--- config.mk ---
export PLATFORM = sky130hd
export DESIGN_NAME = if_id_stage_flat
export DESIGN_NICKNAME = d
export VERILOG_FILES = /design/src/rtl/if_id_stage_if.sv /design/src/rtl/if_id_stage.sv /design/src/flat_wrapper.sv
export SDC_FILE = /design/constraint.sdc
export NUM_CORES = 1
export LEC_CHECK = 0
export CORE_ASPECT_RATIO = 1.4
export CORE_MARGIN = 3
export CORE_UTILIZATION = 30
export CTS_BUF_LIST = sky130_fd_sc_hd__clkbuf_16
export CTS_CLUSTER_DIAMETER = 30
export DETAILED_ROUTE_END_ITERATION = 16
export SLEW_MARGIN = 15
export SYNTH_ARGS = -nofsm -noshare
export SYNTH_HDL_FRONTEND = slang
export SYNTH_SLANG_ARGS = --single-unit
--- constraint.sdc ---
create_clock -name clk -period 3.1 [get_ports clk]
set_input_delay 0.62 -clock clk [delete_from_list [all_inputs] [get_ports clk]]
set_output_delay 0.62 -clock clk [all_outputs]
set_load 0.02 [all_outputs]
--- src/rtl/if_id_stage_if.sv ---
// Signal bundle between the fetch / IF-ID stage and its neighbours:
// instruction memory, ID-stage branch resolution and the ID/EX hazard inputs.
interface if_id_stage_if #(
    parameter int CNT_W = 16
);
    logic [31:0]      instr_in;
    logic [31:0]      pc_out;
    logic             branch_taken;
    logic [31:0]      branch_target;
    logic             idex_memread;
    logic [4:0]       idex_rt;
    logic [31:0]      ifid_instr;
    logic [31:0]      ifid_pc4;
    logic             ifid_valid;
    logic             stall;
    logic [CNT_W-1:0] stall_cnt;
    logic [CNT_W-1:0] flush_cnt;

    modport master (
        input  instr_in, branch_taken, branch_target, idex_memread, idex_rt,
        output pc_out, ifid_instr, ifid_pc4, ifid_valid, stall, stall_cnt, flush_cnt
    );

    modport slave (
        output instr_in, branch_taken, branch_target, idex_memread, idex_rt,
        input  pc_out, ifid_instr, ifid_pc4, ifid_valid, stall, stall_cnt, flush_cnt
    );
endinterface

--- src/rtl/if_id_stage.sv ---
// Fetch PC plus IF/ID pipeline register for the 5-stage MIPS pipeline,
// with load-use hazard detection, branch flush and saturating event counters.
module if_id_stage #(
    parameter logic [31:0] RESET_PC = 32'h0000_0000,
    parameter int          CNT_W    = 16
) (
    input  logic          clk,
    input  logic          rst,
    if_id_stage_if.master bus
);

    logic [31:0]      r_pc;
    logic [31:0]      r_instr;
    logic [31:0]      r_pc4;
    logic             r_valid;
    logic [CNT_W-1:0] r_stall_cnt;
    logic [CNT_W-1:0] r_flush_cnt;

    logic [5:0]  w_op;
    logic [4:0]  w_rs;
    logic [4:0]  w_rt;
    logic        w_rt_is_src;
    logic        w_rs_hit;
    logic        w_rt_hit;
    logic        w_stall;
    logic [31:0] w_pc_plus4;

    assign w_op       = r_instr[31:26];
    assign w_rs       = r_instr[25:21];
    assign w_rt       = r_instr[20:16];
    assign w_pc_plus4 = r_pc + 32'd4;

    // rt is only read by R-type, beq, bne and sw; elsewhere it is a destination.
    always_comb begin
        w_rt_is_src = 1'b0;
        case (w_op)
            6'b000000,
            6'b000100,
            6'b000101,
            6'b101011: w_rt_is_src = 1'b1;
            default:   w_rt_is_src = 1'b0;
        endcase
    end

    assign w_rs_hit = (bus.idex_rt == w_rs);
    assign w_rt_hit = w_rt_is_src && (bus.idex_rt == w_rt);
    assign w_stall  = r_valid && bus.idex_memread && (bus.idex_rt != 5'd0)
                      && (w_rs_hit || w_rt_hit);

    // A stall outranks a branch: the branch in ID read stale operands and re-resolves next cycle.
    always_ff @(posedge clk) begin
        if (rst) begin
            r_pc        <= RESET_PC;
            r_instr     <= 32'd0;
            r_pc4       <= 32'd0;
            r_valid     <= 1'b0;
            r_stall_cnt <= '0;
            r_flush_cnt <= '0;
        end else if (w_stall) begin
            if (r_stall_cnt != '1) begin
                r_stall_cnt <= r_stall_cnt + CNT_W'(1);
            end
        end else if (bus.branch_taken) begin
            r_pc    <= bus.branch_target;
            r_instr <= 32'd0;
            r_pc4   <= 32'd0;
            r_valid <= 1'b0;
            if (r_flush_cnt != '1) begin
                r_flush_cnt <= r_flush_cnt + CNT_W'(1);
            end
        end else begin
            r_pc    <= w_pc_plus4;
            r_instr <= bus.instr_in;
            r_pc4   <= w_pc_plus4;
            r_valid <= 1'b1;
        end
    end

    assign bus.pc_out     = r_pc;
    assign bus.ifid_instr = r_instr;
    assign bus.ifid_pc4   = r_pc4;
    assign bus.ifid_valid = r_valid;
    assign bus.stall      = w_stall;
    assign bus.stall_cnt  = r_stall_cnt;
    assign bus.flush_cnt  = r_flush_cnt;

endmodule
--- src/flat_wrapper.sv ---
// flat-port wrapper written by rule: the top's interface ports become plain ports
module if_id_stage_flat 
#(
    parameter logic [31:0] RESET_PC = 32'h0000_0000,
    parameter int          CNT_W    = 16
)
  (clk, rst, bus_instr_in, bus_branch_taken, bus_branch_target, bus_idex_memread, bus_idex_rt, bus_pc_out, bus_ifid_instr, bus_ifid_pc4, bus_ifid_valid, bus_stall, bus_stall_cnt, bus_flush_cnt);
  if_id_stage_if #(.CNT_W(CNT_W)) bus_i ();
  input  logic clk;
  input  logic rst;
  input wire logic [$bits(bus_i.instr_in)-1:0] bus_instr_in;
  input wire logic [$bits(bus_i.branch_taken)-1:0] bus_branch_taken;
  input wire logic [$bits(bus_i.branch_target)-1:0] bus_branch_target;
  input wire logic [$bits(bus_i.idex_memread)-1:0] bus_idex_memread;
  input wire logic [$bits(bus_i.idex_rt)-1:0] bus_idex_rt;
  output wire logic [$bits(bus_i.pc_out)-1:0] bus_pc_out;
  output wire logic [$bits(bus_i.ifid_instr)-1:0] bus_ifid_instr;
  output wire logic [$bits(bus_i.ifid_pc4)-1:0] bus_ifid_pc4;
  output wire logic [$bits(bus_i.ifid_valid)-1:0] bus_ifid_valid;
  output wire logic [$bits(bus_i.stall)-1:0] bus_stall;
  output wire logic [$bits(bus_i.stall_cnt)-1:0] bus_stall_cnt;
  output wire logic [$bits(bus_i.flush_cnt)-1:0] bus_flush_cnt;
  assign bus_i.instr_in = bus_instr_in;
  assign bus_i.branch_taken = bus_branch_taken;
  assign bus_i.branch_target = bus_branch_target;
  assign bus_i.idex_memread = bus_idex_memread;
  assign bus_i.idex_rt = bus_idex_rt;
  assign bus_pc_out = bus_i.pc_out;
  assign bus_ifid_instr = bus_i.ifid_instr;
  assign bus_ifid_pc4 = bus_i.ifid_pc4;
  assign bus_ifid_valid = bus_i.ifid_valid;
  assign bus_stall = bus_i.stall;
  assign bus_stall_cnt = bus_i.stall_cnt;
  assign bus_flush_cnt = bus_i.flush_cnt;
  if_id_stage #(.RESET_PC(RESET_PC), .CNT_W(CNT_W)) u_core (.clk(clk), .rst(rst), .bus(bus_i));
endmodule
# After elaboration in Yosys (flattened, before gate mapping)
# Cells that the tools add are included.
dict set report totals {
  register_bits 129
  inputBits 73
  mem_count 0
  latchBits 0
  mem_bits_ro 0
  ramBits 0
  output_inout_bits 130
}
dict set report classes {
  div 0
  addsub 3
  shift 0
  n_mul 0
  n_eq_ne 7
  n_mux 5
  n_lt_le_gt_ge 0
  bitwise_logic 1
  n_reduce_logical 10
}
# op count
set ops {}
lappend ops {{32-bit two-way mux} 3}
lappend ops {{16-bit by 1-bit adder with 16-bit output, second input constant} 2}
lappend ops {{32-bit by 3-bit adder with 32-bit output, second input constant} 1}
lappend ops {{16-bit inequality test, second input constant} 2}
lappend ops {{6-bit by 3-bit == test with 1-bit output, second input constant} 2}
lappend ops {{5-bit == test} 2}
lappend ops {{6-bit == test, second input constant} 1}
lappend ops {{6-bit zero test} 1}
lappend ops {{5-bit nonzero test} 1}
lappend ops {{1-bit logical AND} 4}
lappend ops {{4-bit OR reduction} 1}
lappend ops {{3-bit AND reduction} 1}
lappend ops {{1-bit two-way mux} 2}
lappend ops {{2-bit AND reduction} 1}
lappend ops {{1-bit logical OR} 1}
lappend ops {{1-bit inverter} 1}

# Logic depth before layout (Yosys ltp)
# Gate-level depths: netlist of the first run.
dict set report depth {
  word_depth 8
  depth_mapped 10
  depth_no_buf 7
}

# Worst setup path before layout of the first run
# No wires, ideal clock.
dict set report synth_path {
  path_type {input-to-output}
  from {in bus_idex_rt[2]}
  to {out bus_stall}
  t_required_ns 2.480
  path_stages 8
  t_arrival_ns 2.072
  path_slack_ns 0.408
  n_path_buf 3
  cell_sequence {xor2_1 > nor4_1 > nand4_2 > and2_1 > buf_6 > inv_2 > buf_2 > buf_2}
}
dict set report synth_via {
  elab_chain_len 4
  elab_cells_between_ends 7
  classes_between {eq/ne (2); reduce/logical (5)}
}
# element line_no
set synth_lines {}
lappend synth_lines {{from (decl)} flat_wrapper.sv:15} ;# input wire logic [$bits(bus_i.idex_rt)-1:0] bus_idex_rt;
lappend synth_lines {{5-bit == test} if_id_stage.sv:46} ;# assign w_rt_hit = w_rt_is_src && (bus.idex_rt == w_rt);
lappend synth_lines {{1-bit logical AND} if_id_stage.sv:46}
lappend synth_lines {{1-bit logical OR} if_id_stage.sv:48} ;# && (w_rs_hit || w_rt_hit);
lappend synth_lines {{1-bit logical AND *} if_id_stage.sv:48}
lappend synth_lines {{to (decl)} flat_wrapper.sv:20} ;# output wire logic [$bits(bus_i.stall)-1:0] bus_stall;
# Every way passes the cells marked *; elsewhere a longest branch is shown, timed or not.

# Worst setup path after layout of the first run
dict set report layout_path {
  from {in bus_idex_rt[0]}
  to {out bus_stall}
}
# The elaborated chain is that of the path after synthesis.

==> results.py, run 1 <==
metrics = {
    "outcome": {
        "outcome": "complete, no violations",
    },
    "worst_setup_path": {
        "r2r_slack_ns": 0.57,
        "cp-end-kind": "primary output",
        "required_ns": 2.48,
        "r2r_end": "u_core.bus.pc_out[26]",
        "reg2reg_depth": 8,
        "cp_max_fo": 10,
        "startpoint_type": "input pin",
        "worstSetupPathType": "in2out",
        "worstReg2RegStart": "u_core.bus.pc_out[2]",
        "cp.arrival_ns": 2.41,
    },
    "sta": {
        "whs_ns": 0.448,
        "rsz0062_at_grt": "false",
        "tightest_slew_ns": 0.700,
        "setup_viol": 0,
        "hold_viol_final": 0,
        "relSlewSlack": 0.533,
        "fin_crit_sh": 0.977,
        "clock.fmax_mhz": 330,
        "slew_violations": 0,
        "worst_clock_skew_ns": 0.00988,
        "period_needed_ns": 3.03,
    },
    "layout": {
        "syn2layout_area_growth_pct": 44.7,
        "final_cell_area_um2": 9150,
        "regArea_um2": 2580,
        "n_fill_cell": 2086,
        "multiInputGateArea_um2": 3430,
        "final_util": 0.444,
        "antennaDiodeCount": 0,
        "post_layout_nonfiller_instances": 1260,
        "fin_nets": 1068,
        "drive_gt1_frac": 0.0657,
    },
    "power": {
        "total_leakage_power_uw": 0.00320,
        "clkPwrFrac": 0.453,
        "swShare": 0.255,
        "pwr-share-seq": 0.424,
        "peakVddDrop_v": 0.000363,
        "p_switching_uw": 1080,
        "power_density_nw_per_um2": 460,
        "p_total_uw": 4210,
        "comb_power_share": 0.124,
        "p_int_uw": 3140,
    },
    "clock_network": {
        "ctsHoldBuffers": 0,
        "clockRootBuffer": "clkbuf_16",
        "clk_path_buf_depth": 2,
        "post-cts-setup-buffers": 0,
        "cts_tree": "yes",
        "cts_made_buffers": 17,
        "path_clk_slew_ns": 0.05,
        "clock_sinks": 129,
        "clk_latency_ns": 0.42,
        "htree_levels": 4,
    },
    "grt": {
        "grt_pass1_vias": 6039,
        "grt_use_total": 0.182,
        "antenna_found_initial": 0,
        "gr-total-overflow": 0,
        "grt_max_degree": 84,
        "grt_pass1_wl_um": 33100,
    },
    "synth": {
        "syn_avg_cell_area_um2": 7.71,
        "ys_types": 53,
        "synth_fp_nets": 896,
        "synth-edff-count": 0,
        "syn_inst": 820,
        "syn-cell-area_um2": 6320,
        "ys.flop_type": "dfxtp_1",
        "synth_area_leaders": "dfxtp_1 (41%), a21oi_1 (9.3%), nand3_1 (7.8%), nand2_1 (7.5%), xnor2_1 (3.3%)",
        "yosys_warnings": 0,
        "async_reset_ff_frac": 0,
        "synth-seq-area-share": 0.408,
        "synth_top_area_cell": "dfxtp_1",
        "ys_ff_latch": 129,
        "yosysTopAreaCellShare": 0.408,
    },
    "floorplan": {
        "start_util": 0.306,
        "io_pins": 203,
        "core_area_um2": 20600,
        "dieArea_um2": 22900,
        "die_w_um": 129,
        "die_h_um": 178,
        "std_cell_rows": 62,
    },
    "run": {
        "maxCapViolations": 0,
    },
    "min_path": {
        "worstHoldPathCells": 2,
        "min_to": "u_core.bus.ifid_pc4[20]",
        "min-delay-start": "u_core.bus.ifid_pc4[20]",
        "hold_class": "reg2reg",
    },
    "placement": {
        "port_buffers": 202,
        "dp.cells": 1229,
        "placed_area_um2": 8600,
        "dpl.hpwl_um": 14700,
        "gp_congestion": 0.824,
    },
    "drt": {
        "via_per_inst": 5.18,
        "ant_nets": 0,
        "drt_iter0_markers": 404,
        "wire_per_inst_um": 16.8,
        "drt_wl_total_um": 21100,
        "vias": 6524,
        "drc": 0,
        "first_pass_iters": 4,
    },
}
cell families after synthesis:
| group | synth area share |
|---|---|
| buffers and inverters | 0.0503 |
| adder cells (fa/ha/maj) | 0.00594 |
| XOR/XNOR | 0.0568 |
| AO/OA/AOI/OAI | 0.199 |
| flip-flops | 0.408 |
| AND/OR/NAND/NOR | 0.266 |
| multiplexers | 0.0137 |
layout by cell type, fill, tap and decap left out, types with 21 or more instances in the layout:
master	netlist	routed
nand2_1	126	126
nand3_1	98	98
nor2_1	38	38
a21oi_1	118	118
o21ai_0	31	31
dfxtp_1	129	129
clkdlybuf4s50_1	0	199
o31ai_1	21	21
xnor2_1	24	24
synthesized netlist by cell type, types with 3 or more instances:
cell type  number
dfxtp_1       129
nand2_1       126
a21oi_1       118
nand3_1        98
clkbuf_1       47
nor2_1         38
o21ai_0        31
xnor2_1        24
o31ai_1        21
buf_2          17
xor2_1         17
and3_1         15
or3_1          12
nand4_1        11
a31oi_1         8
inv_1           8
or4_1           8
nor3_1          7
and4_1          6
o41ai_1         6
a22o_1          5
and2_1          5
mux2_2          5
nor4_1          5
nor2b_1         4
o211ai_1        4
o32ai_1         4
a31o_2          3
buf_1           3
ha_1            3
mux2i_1         3
sequential cells by signal, summed over array words and instances (netlist names):
signal,flops
u_core.bus.pc_out,32
u_core.bus.flush_cnt,16
u_core.bus.ifid_pc4,32
u_core.bus.ifid_instr,32
u_core.bus.stall_cnt,16
u_core.bus.ifid_valid,1
worst max-delay path: stages:
cell and delay, ns:
clkdlybuf4s50_1 0.47, or3_1 0.40, o311a_1 0.34, nand4_2 0.11, and2_4 0.17, clkinv_4 0.11, buf_4 0.18
metrics by stage:
| stage | setup TNS [ns] | worst slack, ns |
|---|---|---|
| finish | 0 | 0.0700 |
| global route | 0 | 0.0102 |
| CTS | 0 | 0.0600 |
| floorplan | 0 | 0.408 |
| global placement | -0.0227 | -0.0227 |
| detailed placement | -0.0421 | -0.0421 |
repair_timing:
| item | in CTS | in global routing |
|---|---|---|
| endpoints found under the hold margin | 0 | 0 |
| endpoints found under the setup margin | 1 | 0 |
| gates resized for setup | 1 | 0 |
how the worst max path moves through the flow:
stage              startpoint   endpoint  cells past startpoint
5_1_grt        bus_idex_rt[0]  bus_stall                      7
3_3_place_gp   bus_idex_rt[0]  bus_stall                      7
3_5_place_dp   bus_idex_rt[0]  bus_stall                      7
4_1_cts        bus_idex_rt[0]  bus_stall                      7
2_1_floorplan  bus_idex_rt[2]  bus_stall                      8
6_report       bus_idex_rt[0]  bus_stall                      7
power groups by stage:
stage | registers [uW] | clock network (uW) | logic [uW]
2_1_floorplan | 1870 | 0 | 199
5_1_grt | 1790 | 2030 | 564
6_report | 1780 | 1910 | 520
3_5_place_dp | 1820 | 0 | 522
3_3_place_gp | 1820 | 0 | 521
4_1_cts | 1780 | 1950 | 526
cell type report:
class	instances	share of cell area
Sequential cell	129	0.282
Clock inverter	14	0.0135
Timing Repair Buffer	221	0.244
Inverter	9	0.00424
Multi-Input combinational cell	614	0.375
Clock buffer	17	0.0465
Tap cell	256	0.0350
routing by layer:
layer,routed length (um),share of wire,track usage
met3,815,0.039,0.0337
met4,445,0.021,0.0635
met2,10900,0.51,0.311
met1,9010,0.43,0.229
met5,0,0,0
No activity file was read; power rests on OpenSTA's default activity.
==> inputs of run 2 (changes only) <==
CORE_ASPECT_RATIO = 1.75   (was 1.4)
SLEW_MARGIN = 20   (was 15)
==> run 2 against run 1 <==
Clock power increased by 12%. First-iteration DRC count fell by 8.9%. Count of clock-buffer cells in the layout is the same. Clock skew grew 0.0017 ns. Register-to-register slack about the same. Critical path type unchanged.
==> results.py, run 2 (synthesis results as in run 1) <==
metrics = {
    "outcome": {
        "outcome": "complete, no violations",
    },
    "worst_setup_path": {
        "cp_max_fo": 5,
        "startpoint_type": "input pin",
        "worstSetupPathType": "in2out",
        "cp.arrival_ns": 2.31,
        "reg2reg_depth": 8,
        "required_ns": 2.48,
        "cp-end-kind": "primary output",
        "worstReg2RegStart": "u_core.bus.pc_out[2]",
        "r2r_end": "u_core.bus.ifid_pc4[20]",
        "r2r_slack_ns": 0.56,
    },
    "power": {
        "p_int_uw": 3320,
        "swShare": 0.253,
        "total_leakage_power_uw": 0.00323,
        "comb_power_share": 0.118,
        "pwr-share-seq": 0.401,
        "p_total_uw": 4440,
        "power_density_nw_per_um2": 483,
        "peakVddDrop_v": 0.000273,
        "clkPwrFrac": 0.481,
        "p_switching_uw": 1120,
    },
    "min_path": {
        "min_to": "u_core.bus.ifid_pc4[20]",
        "hold_class": "reg2reg",
        "worstHoldPathCells": 2,
        "min-delay-start": "u_core.bus.ifid_pc4[20]",
    },
    "layout": {
        "fin_nets": 1067,
        "final_cell_mix": "clkdlybuf4s50_1 (199), dfxtp_1 (129), nand2_1 (126), a21oi_1 (118), nand3_1 (98)",
        "drive_gt1_frac": 0.0668,
        "layout_commonest_cell": "clkdlybuf4s50_1",
        "final_cell_area_um2": 9200,
        "post_layout_nonfiller_instances": 1251,
        "syn2layout_area_growth_pct": 45.5,
        "antennaDiodeCount": 0,
    },
    "clock_network": {
        "clock_sinks": 129,
        "htree_levels": 4,
        "ctsHoldBuffers": 0,
        "cts_made_buffers": 17,
        "path_clk_slew_ns": 0.06,
        "clk_path_buf_depth": 2,
        "clk_latency_ns": 0.42,
        "clockRootBuffer": "clkbuf_16",
        "cts_tree": "yes",
    },
    "sta": {
        "final.setup.tns_ns": 0,
        "period_needed_ns": 2.93,
        "fin_ws_ns": 0.168,
        "slew_violations": 0,
        "rsz0062_at_grt": "false",
        "fin_crit_sh": 0.946,
        "tightest_slew_ns": 0.696,
        "relSlewSlack": 0.536,
        "setup_viol": 0,
        "worst_clock_skew_ns": 0.0116,
        "clock.fmax_mhz": 341,
        "hold_viol_final": 0,
    },
    "drt": {
        "vias": 6557,
        "via_per_inst": 5.24,
        "first_pass_iters": 4,
        "ant_nets": 0,
        "drc": 0,
        "wire_per_inst_um": 17.3,
        "drt_wl_total_um": 21600,
        "drt_iter0_markers": 368,
    },
    "grt": {
        "antenna_found_initial": 0,
        "gr-total-overflow": 0,
        "grt_use_total": 0.185,
        "grt_pass1_vias": 6141,
        "grt_max_degree": 135,
        "grt_pass1_wl_um": 33500,
    },
    "floorplan": {
        "core_area_um2": 20500,
        "std_cell_rows": 69,
        "die_h_um": 198,
        "io_pins": 203,
        "start_util": 0.308,
        "die_w_um": 116,
        "dieArea_um2": 22900,
    },
    "run": {
        "maxCapViolations": 0,
    },
    "placement": {
        "dpl.hpwl_um": 15000,
        "dp.cells": 1220,
        "gp_congestion": 0.814,
        "port_buffers": 202,
        "placed_area_um2": 8580,
        "dp_slack_ns": 0.0442,
    },
}
run 2: power groups by stage:
stage                     clock [uW]  sequential (uW)  combinational [uW]
after global placement             0             1820                 526
after floorplan                    0             1870                 199
final                           2140             1780                 524
after CTS                       2180             1780                 529
after detailed placement           0             1820                 526
after global routing            2250             1790                 566
run 2: per-stage QoR:
stage | util | hold WS (ns)
finish | 0.448 | 0.449
global route | 0.448 | 0.470
CTS | 0.448 | 0.451
detailed placement | 0.418 | 0.442
global placement | 0.418 | 0.437
floorplan | - | 0.529
run 2: worst max-delay path by stage:
stage                   startpoint                      end  slack (ns)  depth (start not counted)
CTS                 bus_idex_rt[0]                bus_stall        0.04                          7
global placement    bus_idex_rt[0]                bus_stall        0.07                          7
global route        bus_idex_rt[2]                bus_stall        0.05                          7
floorplan           bus_idex_rt[2]                bus_stall        0.41                          8
finish              bus_idex_rt[0]                bus_stall        0.17                          7
detailed placement  bus_idex_rt[0]  u_core.bus.flush_cnt[6]        0.04                          9
run 2: metal layers:
metal,wire [um],share of wire,GRT usage
met1,8650,0.40,0.220
met2,11400,0.53,0.326
met3,861,0.040,0.0254
met4,720,0.033,0.0852
met5,0,0,0
run 2: critical path, cell delays in order:
cell,delay (ns)
clkdlybuf4s50_1,0.47
or3_1,0.39
o311a_1,0.33
nand4_2,0.11
and2_4,0.17
inv_4,0.06
buf_4,0.15
run 2: repair_timing:
action / CTS / global route
resized for setup: 0 / 1
buffers inserted: 0 / 0
endpoints found under the setup margin: 0 / 1
run 2: cell type report:
class	count	area (um2)
fill	2069	11300
multi-input combinational	614	3430
sequential	129	2580
timing repair buffer	220	2220
clock buffer	17	425
tap	248	310
clock inverter	14	191
inverter	9	36.3
